==> config.mk <==
export PLATFORM = sky130hd
export DESIGN_NAME = uart_rx_frame
export DESIGN_NICKNAME = d
export VERILOG_FILES = /design/src/rtl/uart_pkg.sv /design/src/rtl/uart_rx_byte.sv /design/src/rtl/uart_rx_frame.sv
export SDC_FILE = /design/constraint.sdc
export NUM_CORES = 1
export LEC_CHECK = 0
export BUFFER_PORTS_ARGS = -buffer_cell sky130_fd_sc_hd__buf_4
export CELL_PAD_IN_SITES_DETAIL_PLACEMENT = 0
export CELL_PAD_IN_SITES_GLOBAL_PLACEMENT = 1
export CORE_MARGIN = 4
export CORE_UTILIZATION = 55
export CTS_BUF_LIST = sky130_fd_sc_hd__clkbuf_2 sky130_fd_sc_hd__clkbuf_4 sky130_fd_sc_hd__clkbuf_8
export DETAILED_ROUTE_END_ITERATION = 8
export GPL_ROUTABILITY_DRIVEN = 0
export GPL_TIMING_DRIVEN = 0
export PLACE_DENSITY_LB_ADDON = 0.3
export SLEW_MARGIN = 30
export SYNTH_ARGS = -nofsm -noshare
export SYNTH_HDL_FRONTEND = slang
export SYNTH_SLANG_ARGS = --single-unit
==> constraint.sdc <==
create_clock -name sys_clk -period 3.1 [get_ports sys_clk]
set_input_delay 0.155 -clock sys_clk [delete_from_list [all_inputs] [get_ports sys_clk]]
set_output_delay 0.155 -clock sys_clk [all_outputs]
set_load 0.1 [all_outputs]
==> src/rtl/uart_pkg.sv <==
// Shared types and baud-rate helpers for the UART command receiver.
// UART_RX_CHECKSUM_EN adds the checksum state to the frame enum.
package uart_pkg;

  localparam logic [7:0] HEADER_DEF = 8'hA5;

  typedef enum logic [1:0] {
    B_IDLE,
    B_START,
    B_DATA,
    B_STOP
  } byte_state_t;

  typedef enum logic [2:0] {
    F_HDR,
    F_CMD,
    F_DHI,
    F_DLO
`ifdef UART_RX_CHECKSUM_EN
    , F_CHK
`endif
  } frame_state_t;

  function automatic int calc_baud_cnt(input int clk_freq, input int bps);
    return clk_freq / bps;
  endfunction

  function automatic int calc_half_cnt(input int clk_freq, input int bps);
    return calc_baud_cnt(clk_freq, bps) / 2;
  endfunction

endpackage

==> src/rtl/uart_rx_byte.sv <==
// 8N1 byte receiver: 2-flop input synchronizer, start-bit qualification,
// LSB-first shift, stop-bit check with one-cycle valid / framing-error pulses.
module uart_rx_byte
  import uart_pkg::*;
#(
  parameter int BAUD_CNT = 520,
  parameter int HALF_CNT = 260
) (
  input  logic       sys_clk,
  input  logic       sys_rst_n,
  input  logic       uart_rxd,
  output logic [7:0] byte_data,
  output logic       byte_valid,
  output logic       byte_ferr
);

  localparam int CNT_W = $clog2(BAUD_CNT);

  byte_state_t      r_state;
  byte_state_t      w_state_nxt;
  logic             r_sync1;
  logic             r_sync2;
  logic             r_prev;
  logic [CNT_W-1:0] r_cnt;
  logic [2:0]       r_bit_cnt;
  logic [7:0]       r_shift;
  logic             r_byte_valid;
  logic             r_byte_ferr;
  logic             w_fall;
  logic             w_tick_half;
  logic             w_tick_full;
  logic             w_cnt_clr;

  always_ff @(posedge sys_clk or negedge sys_rst_n) begin
    if (!sys_rst_n) begin
      r_sync1 <= 1'b1;
      r_sync2 <= 1'b1;
      r_prev  <= 1'b1;
    end else begin
      r_sync1 <= uart_rxd;
      r_sync2 <= r_sync1;
      r_prev  <= r_sync2;
    end
  end

  assign w_fall      = r_prev & ~r_sync2;
  assign w_tick_half = (r_cnt == CNT_W'(HALF_CNT - 1));
  assign w_tick_full = (r_cnt == CNT_W'(BAUD_CNT - 1));

  always_comb begin
    w_state_nxt = r_state;
    case (r_state)
      B_IDLE:  if (w_fall) w_state_nxt = B_START;
      // A high line at mid start bit is a glitch: drop back silently.
      B_START: if (w_tick_half) w_state_nxt = r_sync2 ? B_IDLE : B_DATA;
      B_DATA:  if (w_tick_full && (r_bit_cnt == 3'd7)) w_state_nxt = B_STOP;
      B_STOP:  if (w_tick_full) w_state_nxt = B_IDLE;
      default: w_state_nxt = B_IDLE;
    endcase
  end

  assign w_cnt_clr = (r_state == B_IDLE) || (w_state_nxt != r_state) ||
                     ((r_state == B_DATA) && w_tick_full);

  always_ff @(posedge sys_clk or negedge sys_rst_n) begin
    if (!sys_rst_n) begin
      r_state      <= B_IDLE;
      r_cnt        <= '0;
      r_bit_cnt    <= '0;
      r_byte_valid <= 1'b0;
      r_byte_ferr  <= 1'b0;
    end else begin
      r_state      <= w_state_nxt;
      r_cnt        <= w_cnt_clr ? '0 : r_cnt + 1'b1;
      if (r_state == B_IDLE)
        r_bit_cnt <= '0;
      else if ((r_state == B_DATA) && w_tick_full)
        r_bit_cnt <= r_bit_cnt + 1'b1;
      // Stop bit is judged mid-bit so the next start edge is never missed.
      r_byte_valid <= (r_state == B_STOP) && w_tick_full &&  r_sync2;
      r_byte_ferr  <= (r_state == B_STOP) && w_tick_full && !r_sync2;
    end
  end

  always_ff @(posedge sys_clk) begin
    if ((r_state == B_DATA) && w_tick_full)
      r_shift <= {r_sync2, r_shift[7:1]};
  end

  assign byte_data  = r_shift;
  assign byte_valid = r_byte_valid;
  assign byte_ferr  = r_byte_ferr;

endmodule

==> src/rtl/uart_rx_frame.sv <==
// Command frame receiver: HEADER, cmd, data hi, data lo [, XOR checksum].
// Define UART_RX_CHECKSUM_EN for the 5-byte checksummed frame.
module uart_rx_frame
  import uart_pkg::*;
#(
  parameter int         CLK_FREQ     = 60_000_000,
  parameter int         UART_BPS     = 115200,
  parameter logic [7:0] HEADER       = HEADER_DEF,
  parameter int         TIMEOUT_BITS = 32
) (
  input  logic        sys_clk,
  input  logic        sys_rst_n,
  input  logic        uart_rxd,
  output logic [7:0]  cmd,
  output logic [15:0] data,
  output logic        frame_valid,
  output logic        frame_err,
  output logic        busy
);

  localparam int BAUD_CNT = calc_baud_cnt(CLK_FREQ, UART_BPS);
  localparam int HALF_CNT = calc_half_cnt(CLK_FREQ, UART_BPS);
  localparam int TO_CNT   = TIMEOUT_BITS * BAUD_CNT;
  localparam int TO_W     = $clog2(TO_CNT);

  frame_state_t    r_state;
  frame_state_t    w_state_nxt;
  logic [7:0]      w_byte_data;
  logic            w_byte_valid;
  logic            w_byte_ferr;
  logic [TO_W-1:0] r_to_cnt;
  logic            w_timeout;
  logic            w_fv;
  logic            w_fe;
  logic [15:0]     w_commit_data;
  logic [7:0]      r_cmd_s;
  logic [7:0]      r_dhi_s;
  logic [7:0]      r_cmd;
  logic [15:0]     r_data;
  logic            r_frame_valid;
  logic            r_frame_err;
`ifdef UART_RX_CHECKSUM_EN
  logic [7:0]      r_dlo_s;
  logic            w_chk_ok;
`endif

  uart_rx_byte #(
    .BAUD_CNT (BAUD_CNT),
    .HALF_CNT (HALF_CNT)
  ) u_byte (
    .sys_clk    (sys_clk),
    .sys_rst_n  (sys_rst_n),
    .uart_rxd   (uart_rxd),
    .byte_data  (w_byte_data),
    .byte_valid (w_byte_valid),
    .byte_ferr  (w_byte_ferr)
  );

  assign w_timeout = (r_state != F_HDR) && (r_to_cnt == TO_W'(TO_CNT - 1));

`ifdef UART_RX_CHECKSUM_EN
  assign w_chk_ok      = (w_byte_data == (r_cmd_s ^ r_dhi_s ^ r_dlo_s));
  assign w_commit_data = {r_dhi_s, r_dlo_s};
`else
  assign w_commit_data = {r_dhi_s, w_byte_data};
`endif

  always_comb begin
    w_state_nxt = r_state;
    w_fv        = 1'b0;
    w_fe        = 1'b0;
    if ((r_state != F_HDR) && (w_byte_ferr || w_timeout)) begin
      w_state_nxt = F_HDR;
      w_fe        = 1'b1;
    end else if (w_byte_valid) begin
      case (r_state)
        // Only the header state resyncs; a HEADER value later on is payload.
        F_HDR: if (w_byte_data == HEADER) w_state_nxt = F_CMD;
        F_CMD: w_state_nxt = F_DHI;
        F_DHI: w_state_nxt = F_DLO;
`ifdef UART_RX_CHECKSUM_EN
        F_DLO: w_state_nxt = F_CHK;
        F_CHK: begin
          w_state_nxt = F_HDR;
          w_fv        = w_chk_ok;
          w_fe        = !w_chk_ok;
        end
`else
        F_DLO: begin
          w_state_nxt = F_HDR;
          w_fv        = 1'b1;
        end
`endif
        default: w_state_nxt = F_HDR;
      endcase
    end
  end

  always_ff @(posedge sys_clk or negedge sys_rst_n) begin
    if (!sys_rst_n) begin
      r_state       <= F_HDR;
      r_to_cnt      <= '0;
      r_frame_valid <= 1'b0;
      r_frame_err   <= 1'b0;
      r_cmd         <= '0;
      r_data        <= '0;
    end else begin
      r_state       <= w_state_nxt;
      r_to_cnt      <= ((r_state == F_HDR) || w_byte_valid) ? '0 : r_to_cnt + 1'b1;
      r_frame_valid <= w_fv;
      r_frame_err   <= w_fe;
      if (w_fv) begin
        r_cmd  <= r_cmd_s;
        r_data <= w_commit_data;
      end
    end
  end

  always_ff @(posedge sys_clk) begin
    if (w_byte_valid) begin
      if (r_state == F_CMD) r_cmd_s <= w_byte_data;
      if (r_state == F_DHI) r_dhi_s <= w_byte_data;
`ifdef UART_RX_CHECKSUM_EN
      if (r_state == F_DLO) r_dlo_s <= w_byte_data;
`endif
    end
  end

  assign cmd         = r_cmd;
  assign data        = r_data;
  assign frame_valid = r_frame_valid;
  assign frame_err   = r_frame_err;
  assign busy        = (r_state != F_HDR);

endmodule

==> impl_metrics.ini, run 1 <==
[floorplanning]
row_count = 29
initial_core_util_pct = 56.53
die-area_mm2 = 0.007884
die_h_um = 88.79
ios = 30
placeableCoreArea_mm2 = 0.006350
chipWidth_um = 88.79

[layout]
n_fill_cell = 479
nNetsFinal = 324
num_antenna_cells = 0
final_common_cell = dfrtp_1
syn_to_final_growth_pct = 14.33
final_cell_mix = dfrtp_1, nor2_1, buf_4
final_cells = 395
drive_gt1_share_pct = 26.73
stdcell_area_mm2 = 0.004104

[sta]
tightest_slew_ns = 0.7834
max_freq_mhz = 399.2
rsz0062_at_grt = false
slew_violations = 0
hold_violations = 0
fin_skew_ns = 0.01368
setup_viol = 0
tns_ns = 0
slew_headroom_pct = 47.77
worst_slack_ns = 0.5949
fin_crit_ns = 2.505
fin_crit_sh_pct = 80.81

[global_route]
met3_usage_pct = 4.004
grt_util_all_layers_pct = 17.24
grt_use_met1_pct = 23.79
grt-ovfl-total = 0
met2_usage_pct = 27.06
grt_pass1_vias = 2124
antenna_found_initial = 0
grt_pass1_wl_mm = 10.34
top_usage_layer = met2
grt_max_degree = 64

[pwr]
p_comb_share_pct = 6.9
vdd_drop_max_mv = 0.3566
p_per_area_mw_per_mm2 = 521.0
seq_power_share_pct = 59.4
power_switching_mw = 0.5394
cellLeakagePower_nw = 1.838
finalPower_mw = 2.138
internal_power_mw = 1.599
swShare_pct = 25.23
clock_power_share_pct = 33.7

[clocking]
holdBufCountCts = 2
cts.sinks = 87
clockBufferDepth = 2
cts-resized-gates = 0
numCtsBuffers = 9
cts.htree.levels = 3
root_buffer = clkbuf_8
clock_latency_ns = 0.35
clk_pin_slew_ns = 0.09
tritoncts = done
cts_setup_buffers = 0

[yosys]
syn_area_mm2 = 0.003590
synth_flop_cell = dfrtp_1
ys_ff_latch = 87
async_flop_share_pct = 72.41
synth_area_per_cell_um2 = 13.25
seq_area_frac_synth_pct = 64.10
synthCells = 271
synth_fp_nets = 282
synth_warnings = 0
synth-edff-count = 24
ys_types = 45

[setup_path]
path_class = register to register
timing.rr.start = u_byte.r_cnt[0]$_DFF_PN0_
r2r-end = u_byte.byte_data[5]$_DFFE_PP_
cp_max_fo = 8
ff2ff_path_depth = 4
cp-end-kind = register
critPathMaxStageDelay_ns = 0.52
reg2reg_slack_ns = 0.59
arrival_ns = 2.52
required_ns = 3.11
slowest_stage = or4b_4
startpoint_type = register
cp_cell_sequence = ha_1 -> or4b_4 -> nor4_1 -> and2_1

[routing]
drtIter0Drc = 65
vias = 2157
firstDrtPassIters = 4
drc = 0
final_antenna_net_count = 0
wl_per_cell_um = 15.15
wl_mm = 5.983
vias_per_cell = 5.461

[place]
post_dp_cell_area_mm2 = 0.003904
placed_cells = 377
numPortBuffers = 29
dp_hpwl_mm = 4.050
place_ws_ns = 0.6029

[flow_run]
drv_cap = 0

[min_path]
hold_depth = 0
hold_end = u_byte.r_sync2$_DFF_PN1_
holdCritStartpoint = u_byte.r_sync1$_DFF_PN1_
hold_path_class = register to register

[outcome]
status = completed
[flip-flops by register name, summed over array words and instances, names as in the netlist, 3 cells and up]
register / cells
data: 16
u_byte.byte_data: 8
u_byte.r_bit_cnt: 3
r_dhi_s: 8
u_byte.r_cnt: 10
cmd: 8
r_to_cnt: 15
r_cmd_s: 8
[metal layers]
layer,share of wire [%],vias up
li1,-,1045
met1,47,1075
met2,48,30
met3,3.8,7
met4,1.1,0
met5,0,-
[stage by stage]
stage / utilization (%) / hold WS, ns
2_1_floorplan: - / -0.1406
3_3_place_gp: 61.48 / 0.2639
3_5_place_dp: 61.48 / 0.2650
4_1_cts: 64.63 / 0.3607
5_1_grt: 64.63 / 0.3737
6_report: 64.63 / 0.3592
[Yosys cell counts (3+ instances only)]
| cell type | n | share of area, % |
|---|---|---|
| dfstp_2 | 3 | 2.2 |
| a21oi_1 | 4 | 0.56 |
| and2_1 | 4 | 0.70 |
| nand3_1 | 11 | 1.5 |
| clkbuf_1 | 6 | 0.63 |
| nand2_1 | 14 | 1.5 |
| xor2_1 | 13 | 3.2 |
| nand4_1 | 7 | 1.2 |
| o211ai_1 | 3 | 0.63 |
| nor3_1 | 4 | 0.56 |
| and3_1 | 4 | 0.70 |
| nor2_1 | 31 | 3.2 |
| xnor2_1 | 5 | 1.2 |
| mux2_2 | 24 | 7.5 |
| inv_1 | 8 | 0.84 |
| nor4_1 | 3 | 0.52 |
| dfrtp_1 | 60 | 42 |
| edfxtp_1 | 24 | 20 |
| ha_1 | 8 | 2.8 |
[power groups by stage]
stage / clock network (mW) / registers (mW) / logic (mW)
6_report: 0.720 / 1.27 / 0.147
5_1_grt: 0.795 / 1.28 / 0.178
4_1_cts: 0.736 / 1.27 / 0.151
3_5_place_dp: 0 / 1.29 / 0.149
3_3_place_gp: 0 / 1.29 / 0.144
2_1_floorplan: 0 / 1.28 / 0.111
[cell families after synthesis]
| kind of cell | Yosys count | share of synthesized area (%) |
|---|---|---|
| fa+ha+maj | 8 | 2.789 |
| flops | 87 | 64.10 |
| compound gates | 19 | 4.288 |
| simple gates | 96 | 14.26 |
| mux | 25 | 7.808 |
| xor+xnor | 18 | 4.392 |
| buf+inv | 18 | 2.370 |
[critical path: cells and delay by family, from the launching register on]
kind	cells	cell delay, ns
AND/OR/NAND/NOR	3	1.46
flip-flops	1	0.44
adder cells (fa/ha/maj)	1	0.28
[worst max path at each step]
stage / start / endpoint / slack (ns) / cells past startpoint
after detailed placement: u_byte.r_cnt[0]$_DFF_PN0_ / u_byte.byte_data[1]$_DFFE_PP_ / 0.60 / 4
after floorplan: u_byte.r_cnt[0]$_DFF_PN0_ / u_byte.byte_data[0]$_DFFE_PP_ / 0.96 / 4
after global routing: u_byte.r_cnt[0]$_DFF_PN0_ / u_byte.byte_data[4]$_DFFE_PP_ / 0.38 / 4
after CTS: u_byte.r_cnt[0]$_DFF_PN0_ / u_byte.byte_data[4]$_DFFE_PP_ / 0.59 / 4
after global placement: u_byte.r_cnt[0]$_DFF_PN0_ / u_byte.byte_data[2]$_DFFE_PP_ / 0.57 / 4
final: u_byte.r_cnt[0]$_DFF_PN0_ / u_byte.byte_data[5]$_DFFE_PP_ / 0.59 / 4
[layout make-up]
class,count,area (um2),share of cell area [%]
buffer,10,55.05,1.341
clock buffer,11,138.9,3.384
clock inverter,5,41.29,1.006
inverter,8,30.03,0.7317
multi-input combinational,166,1204,29.33
sequential,87,2301,56.07
tap,77,96.34,2.348
timing repair buffer,31,237.7,5.793
No activity file was read; power rests on OpenSTA's default activity.
==> run 2, diff against run 1 <==
--- a/config.mk
+++ b/config.mk
@@ -9,7 +9,7 @@
 export CELL_PAD_IN_SITES_DETAIL_PLACEMENT = 0
 export CELL_PAD_IN_SITES_GLOBAL_PLACEMENT = 1
 export CORE_MARGIN = 4
-export CORE_UTILIZATION = 55
+export CORE_UTILIZATION = 46
 export CTS_BUF_LIST = sky130_fd_sc_hd__clkbuf_2 sky130_fd_sc_hd__clkbuf_4 sky130_fd_sc_hd__clkbuf_8
 export DETAILED_ROUTE_END_ITERATION = 8
 export GPL_ROUTABILITY_DRIVEN = 0
==> constraint.sdc (replaced) <==
create_clock -name sys_clk -period 2.1 [get_ports sys_clk]
set_input_delay 0.105 -clock sys_clk [delete_from_list [all_inputs] [get_ports sys_clk]]
set_output_delay 0.105 -clock sys_clk [all_outputs]
set_load 0.1 [all_outputs]
==> impl_metrics.ini, run 2 (synthesis results as in run 1) <==
[layout]
syn_to_final_growth_pct = 17.04
drive_gt1_share_pct = 28.84
final_common_cell = dfrtp_1
final_cells = 418
nNetsFinal = 325
num_antenna_cells = 0
largest_reg_flops = 16
n_fill_cell = 615
stdcell_area_mm2 = 0.004202
final_cell_mix = dfrtp_1, nor2_1, buf_4

[clocking]
clockBufferDepth = 2
tritoncts = done
clock_latency_ns = 0.35
numCtsBuffers = 9
cts.htree.levels = 3
clk_pin_slew_ns = 0.10
root_buffer = clkbuf_8
cts.sinks = 87

[sta]
fin_crit_sh_pct = 95.21
worst_slack_ns = 0.1006
tns_ns = 0
fin_skew_ns = 0.01151
tightest_slew_ns = 0.7927
timing.hold.ws_ns = 0.3591
fin_crit_ns = 1.999
max_freq_mhz = 500.1
hold_violations = 0
rsz0062_at_grt = false
setup_viol = 0
slew_headroom_pct = 47.15
slew_violations = 0

[routing]
wl_per_cell_um = 14.32
vias_per_cell = 5.115
wl_mm = 5.984
vias = 2138
final_antenna_net_count = 0
drtIter0Drc = 65
drc = 0
firstDrtPassIters = 4

[pwr]
vdd_drop_max_mv = 0.4851
p_per_area_mw_per_mm2 = 789.9
cellLeakagePower_nw = 1.869

[floorplanning]
die_h_um = 96.34
chipWidth_um = 96.34
ios = 30
row_count = 31
placeableCoreArea_mm2 = 0.007408
die-area_mm2 = 0.009281
initial_core_util_pct = 48.45

[outcome]
status = completed

[place]
numPortBuffers = 29
placed_cells = 399
dp_hpwl_mm = 4.058
post_dp_cell_area_mm2 = 0.003933
place_ws_ns = -0.3886

[setup_path]
required_ns = 2.16
cp_max_fo = 8
cp_cell_sequence = ha_2 -> or4b_4 -> nor4_4 -> and2_4
path_class = register to register
startpoint_type = register
cp-end-kind = register
slowest_stage = or4b_4
critPathMaxStageDelay_ns = 0.53
arrival_ns = 2.06
ff2ff_path_depth = 4

[global_route]
antenna_found_initial = 0
grt-ovfl-total = 0
grt_pass1_vias = 2192
grt_pass1_wl_mm = 10.58
grt_util_all_layers_pct = 15.01
grt_max_degree = 64

[min_path]
hold_path_class = input pin to async pin

[flow_run]
drv_cap = 0
## run 2: changes by cell type in the layout (fill, tap and decap cells not counted), sizes merged
cell      delta
clkbuf       -3
inv          +3
buf          +2
bufinv       +1
clkinv       -1
clkinvlp     -1
## run 2: layout make-up
type / instances / area [um2] / area share, %
Sequential cell: 87 / 2302 / 54.79
Timing Repair Buffer: 33 / 252.7 / 6.015
Multi-Input combinational cell: 166 / 1230 / 29.27
Tap cell: 99 / 123.9 / 2.948
Clock inverter: 7 / 86.33 / 2.055
Clock buffer: 9 / 123.9 / 2.948
Inverter: 8 / 30.03 / 0.7147
Buffer: 9 / 52.55 / 1.251
## run 2: power by group
group	internal, mW	leakage, nW	total [mW]	switching [mW]
sequential	1.80	1.07	1.88	0.0729
combinational	0.0931	0.698	0.232	0.139
clock	0.579	0.105	1.21	0.632
## run 2: layer usage
layer  GRT usage (%)  wire [um]
met5               0          0
met4           7.009        114
met3           2.893        192
met2           24.55       2896
met1           19.22       2781
## run 2: timing repair
item / in CTS / in global routing
hold buffers: 2 / 0
setup endpoints to repair: 20 / 49
pin swaps: 0 / 2
buffers inserted: 0 / 2
gates resized for setup: 4 / 3
endpoints found under the hold margin: 61 / 0
## run 2: final timing paths
path | start | endpoint | slack (ns)
worst min register to register | u_byte.r_sync1$_DFF_PN1_ | u_byte.r_sync2$_DFF_PN1_ | 0.36
min in group sys_clk | u_byte.r_sync1$_DFF_PN1_ | u_byte.r_sync2$_DFF_PN1_ | 0.36
worst min-delay path | sys_rst_n | data[13]$_DFFE_PN0P_ | 0.36
worst max-delay path | u_byte.r_cnt[1]$_DFF_PN0_ | u_byte.byte_data[5]$_DFFE_PP_ | 0.10
worst max register to register | u_byte.r_cnt[1]$_DFF_PN0_ | u_byte.byte_data[5]$_DFFE_PP_ | 0.10
max in group asynchronous | sys_rst_n | u_byte.r_cnt[0]$_DFF_PN0_ | 1.17
## run 2: through the flow
| step | total power, mW | util [%] |
|---|---|---|
| 2_1_floorplan | 2.054 | - |
| 3_3_place_gp | 2.117 | 53.08 |
| 3_5_place_dp | 2.125 | 53.08 |
| 4_1_cts | 3.358 | 56.43 |
| 5_1_grt | 3.494 | 56.71 |
| 6_report | 3.319 | 56.71 |
## run 2: critical path, delay by kind of cell, from the launching register on
family        cells  cell delay, ns
fa+ha+maj         1            0.25
simple gates      3            1.04
flops             1            0.42
==> run 3, diff against run 2 <==
--- a/config.mk
+++ b/config.mk
@@ -14,7 +14,8 @@
 export DETAILED_ROUTE_END_ITERATION = 8
 export GPL_ROUTABILITY_DRIVEN = 0
 export GPL_TIMING_DRIVEN = 0
-export PLACE_DENSITY_LB_ADDON = 0.3
+export PLACE_DENSITY = 0.76
+export SETUP_SLACK_MARGIN = 0.5
 export SLEW_MARGIN = 30
 export SYNTH_ARGS = -nofsm -noshare
 export SYNTH_HDL_FRONTEND = slang
==> impl_metrics.ini, run 3 (synthesis results as in run 1) <==
[outcome]
status = completed

[min_path]
holdCritStartpoint = u_byte.r_sync1$_DFF_PN1_
hold_depth = 0
hold_path_class = register to register
hold_end = u_byte.r_sync2$_DFF_PN1_

[layout]
num_antenna_cells = 0
final_common_cell = dfrtp_1
largest_reg_flops = 16
n_fill_cell = 546
drive_gt1_share_pct = 44.29
multi_input_area_mm2 = 0.001483
syn_to_final_growth_pct = 33.88
seq_area_mm2 = 0.002302
final_cell_mix = dfrtp_1, buf_4, mux2_4, edfxtp_1, nor2_2
nNetsFinal = 356

[setup_path]
r2r-end = data[14]$_DFFE_PN0P_
timing.rr.start = r_to_cnt[8]$_DFF_PN0_
startpoint_type = register
ff2ff_path_depth = 7
reg2reg_slack_ns = 0.15
arrival_ns = 2.20
cp_max_fo = 6
cp-end-kind = register
required_ns = 2.35
path_class = register to register

[floorplanning]
ios = 30
chipWidth_um = 96.34
initial_core_util_pct = 48.45
die-area_mm2 = 0.009281
placeableCoreArea_mm2 = 0.007408
die_h_um = 96.34
row_count = 31

[clocking]
clock_latency_ns = 0.36
cts.sinks = 87
cts.htree.levels = 3
numCtsBuffers = 9
root_buffer = clkbuf_8
clockBufferDepth = 2
tritoncts = done
clk_pin_slew_ns = 0.09

[routing]
final_antenna_net_count = 0
drtIter0Drc = 82
wl_per_cell_um = 15.22
vias_per_cell = 5.129
vias = 2303
drc = 0
wl_mm = 6.833
firstDrtPassIters = 4

[global_route]
grt-ovfl-total = 0
grt_max_degree = 64
antenna_found_initial = 0
grt_util_all_layers_pct = 15.58
grt_pass1_vias = 2255
grt_pass1_wl_mm = 10.93

[sta]
slew_violations = 0
fin_crit_sh_pct = 92.87
fin_crit_ns = 1.950
max_freq_mhz = 512.8
hold_violations = 0
timing.hold.ws_ns = 0.3636
fin_skew_ns = 0.01886
setup_viol = 0
rsz0062_at_grt = true
tightest_slew_ns = 0.8044
slew_headroom_pct = 46.37
tns_ns = 0

[pwr]
finalPower_mw = 3.419
cellLeakagePower_nw = 2.159
vdd_drop_max_mv = 0.5911
p_per_area_mw_per_mm2 = 711.5

[place]
dp_hpwl_mm = 4.035
numPortBuffers = 29

[flow_run]
drv_cap = 0
## run 3: stage by stage
step / utilization, % / setup slack [ns] / instance area (um2) / std cells
floorplan: - / 0.2495 / 3696 / 271
global placement: 54.50 / 0.06902 / 4038 / 399
detailed placement: 54.50 / 0.06669 / 4038 / 399
CTS: 61.10 / 0.2163 / 4527 / 435
global route: 64.87 / 0.09746 / 4806 / 449
finish: 64.87 / 0.1497 / 4806 / 449
## run 3: worst max path at each step
stage	from	to	slack (ns)	cells after the start
after floorplan	u_byte.r_cnt[0]$_DFF_PN0_	u_byte.byte_data[0]$_DFFE_PP_	0.25	4
after CTS	r_to_cnt[12]$_DFF_PN0_	data[14]$_DFFE_PN0P_	0.22	6
after global routing	r_to_cnt[8]$_DFF_PN0_	data[14]$_DFFE_PN0P_	0.1	7
after detailed placement	r_to_cnt[12]$_DFF_PN0_	data[7]$_DFFE_PN0P_	0.07	5
after global placement	r_to_cnt[8]$_DFF_PN0_	data[6]$_DFFE_PN0P_	0.07	5
final	r_to_cnt[8]$_DFF_PN0_	data[14]$_DFFE_PN0P_	0.15	7
## run 3: critical path: stages, from the launching register on
cell and delay, ns:
dfrtp_1 0.43, nor4b_4 0.34, a41oi_4 0.18, o211ai_4 0.23, buf_12 0.16, buf_6 0.11, buf_16 0.11, mux2_4 0.29
## run 3: timing repair
action,CTS,global route
resized for setup,25,42
endpoints found under the setup margin,66,64
hold buffers,2,0
hold endpoints to repair,61,0
pin swaps,4,16
cloned,1,2
setup buffers,17,12
## run 3: final cells by class
type	count	share of cell area, %
buffer	10	2.135
clock buffer	9	2.577
clock inverter	7	1.640
inverter	8	0.6248
multi-input combinational	166	30.85
sequential	87	47.90
tap	99	2.577
timing repair buffer	63	11.69
## run 3: power breakdown
group | internal [mW] | total, mW | switching [mW]
Combinational | 0.173 | 0.385 | 0.212
Sequential | 1.80 | 1.86 | 0.0621
Clock | 0.562 | 1.17 | 0.608
Total | 2.54 | 3.42 | 0.882
## run 3: per-layer routing
| metal | vias to the layer above | wire (um) | global-route usage, % |
|---|---|---|---|
| met5 | - | 0 | 0 |
| met1 | 1151 | 3072 | 19.56 |
| met4 | 0 | 81 | 4.556 |
| met2 | 34 | 3418 | 25.53 |
| li1 | 1108 | - | - |
| met3 | 10 | 261 | 5.395 |
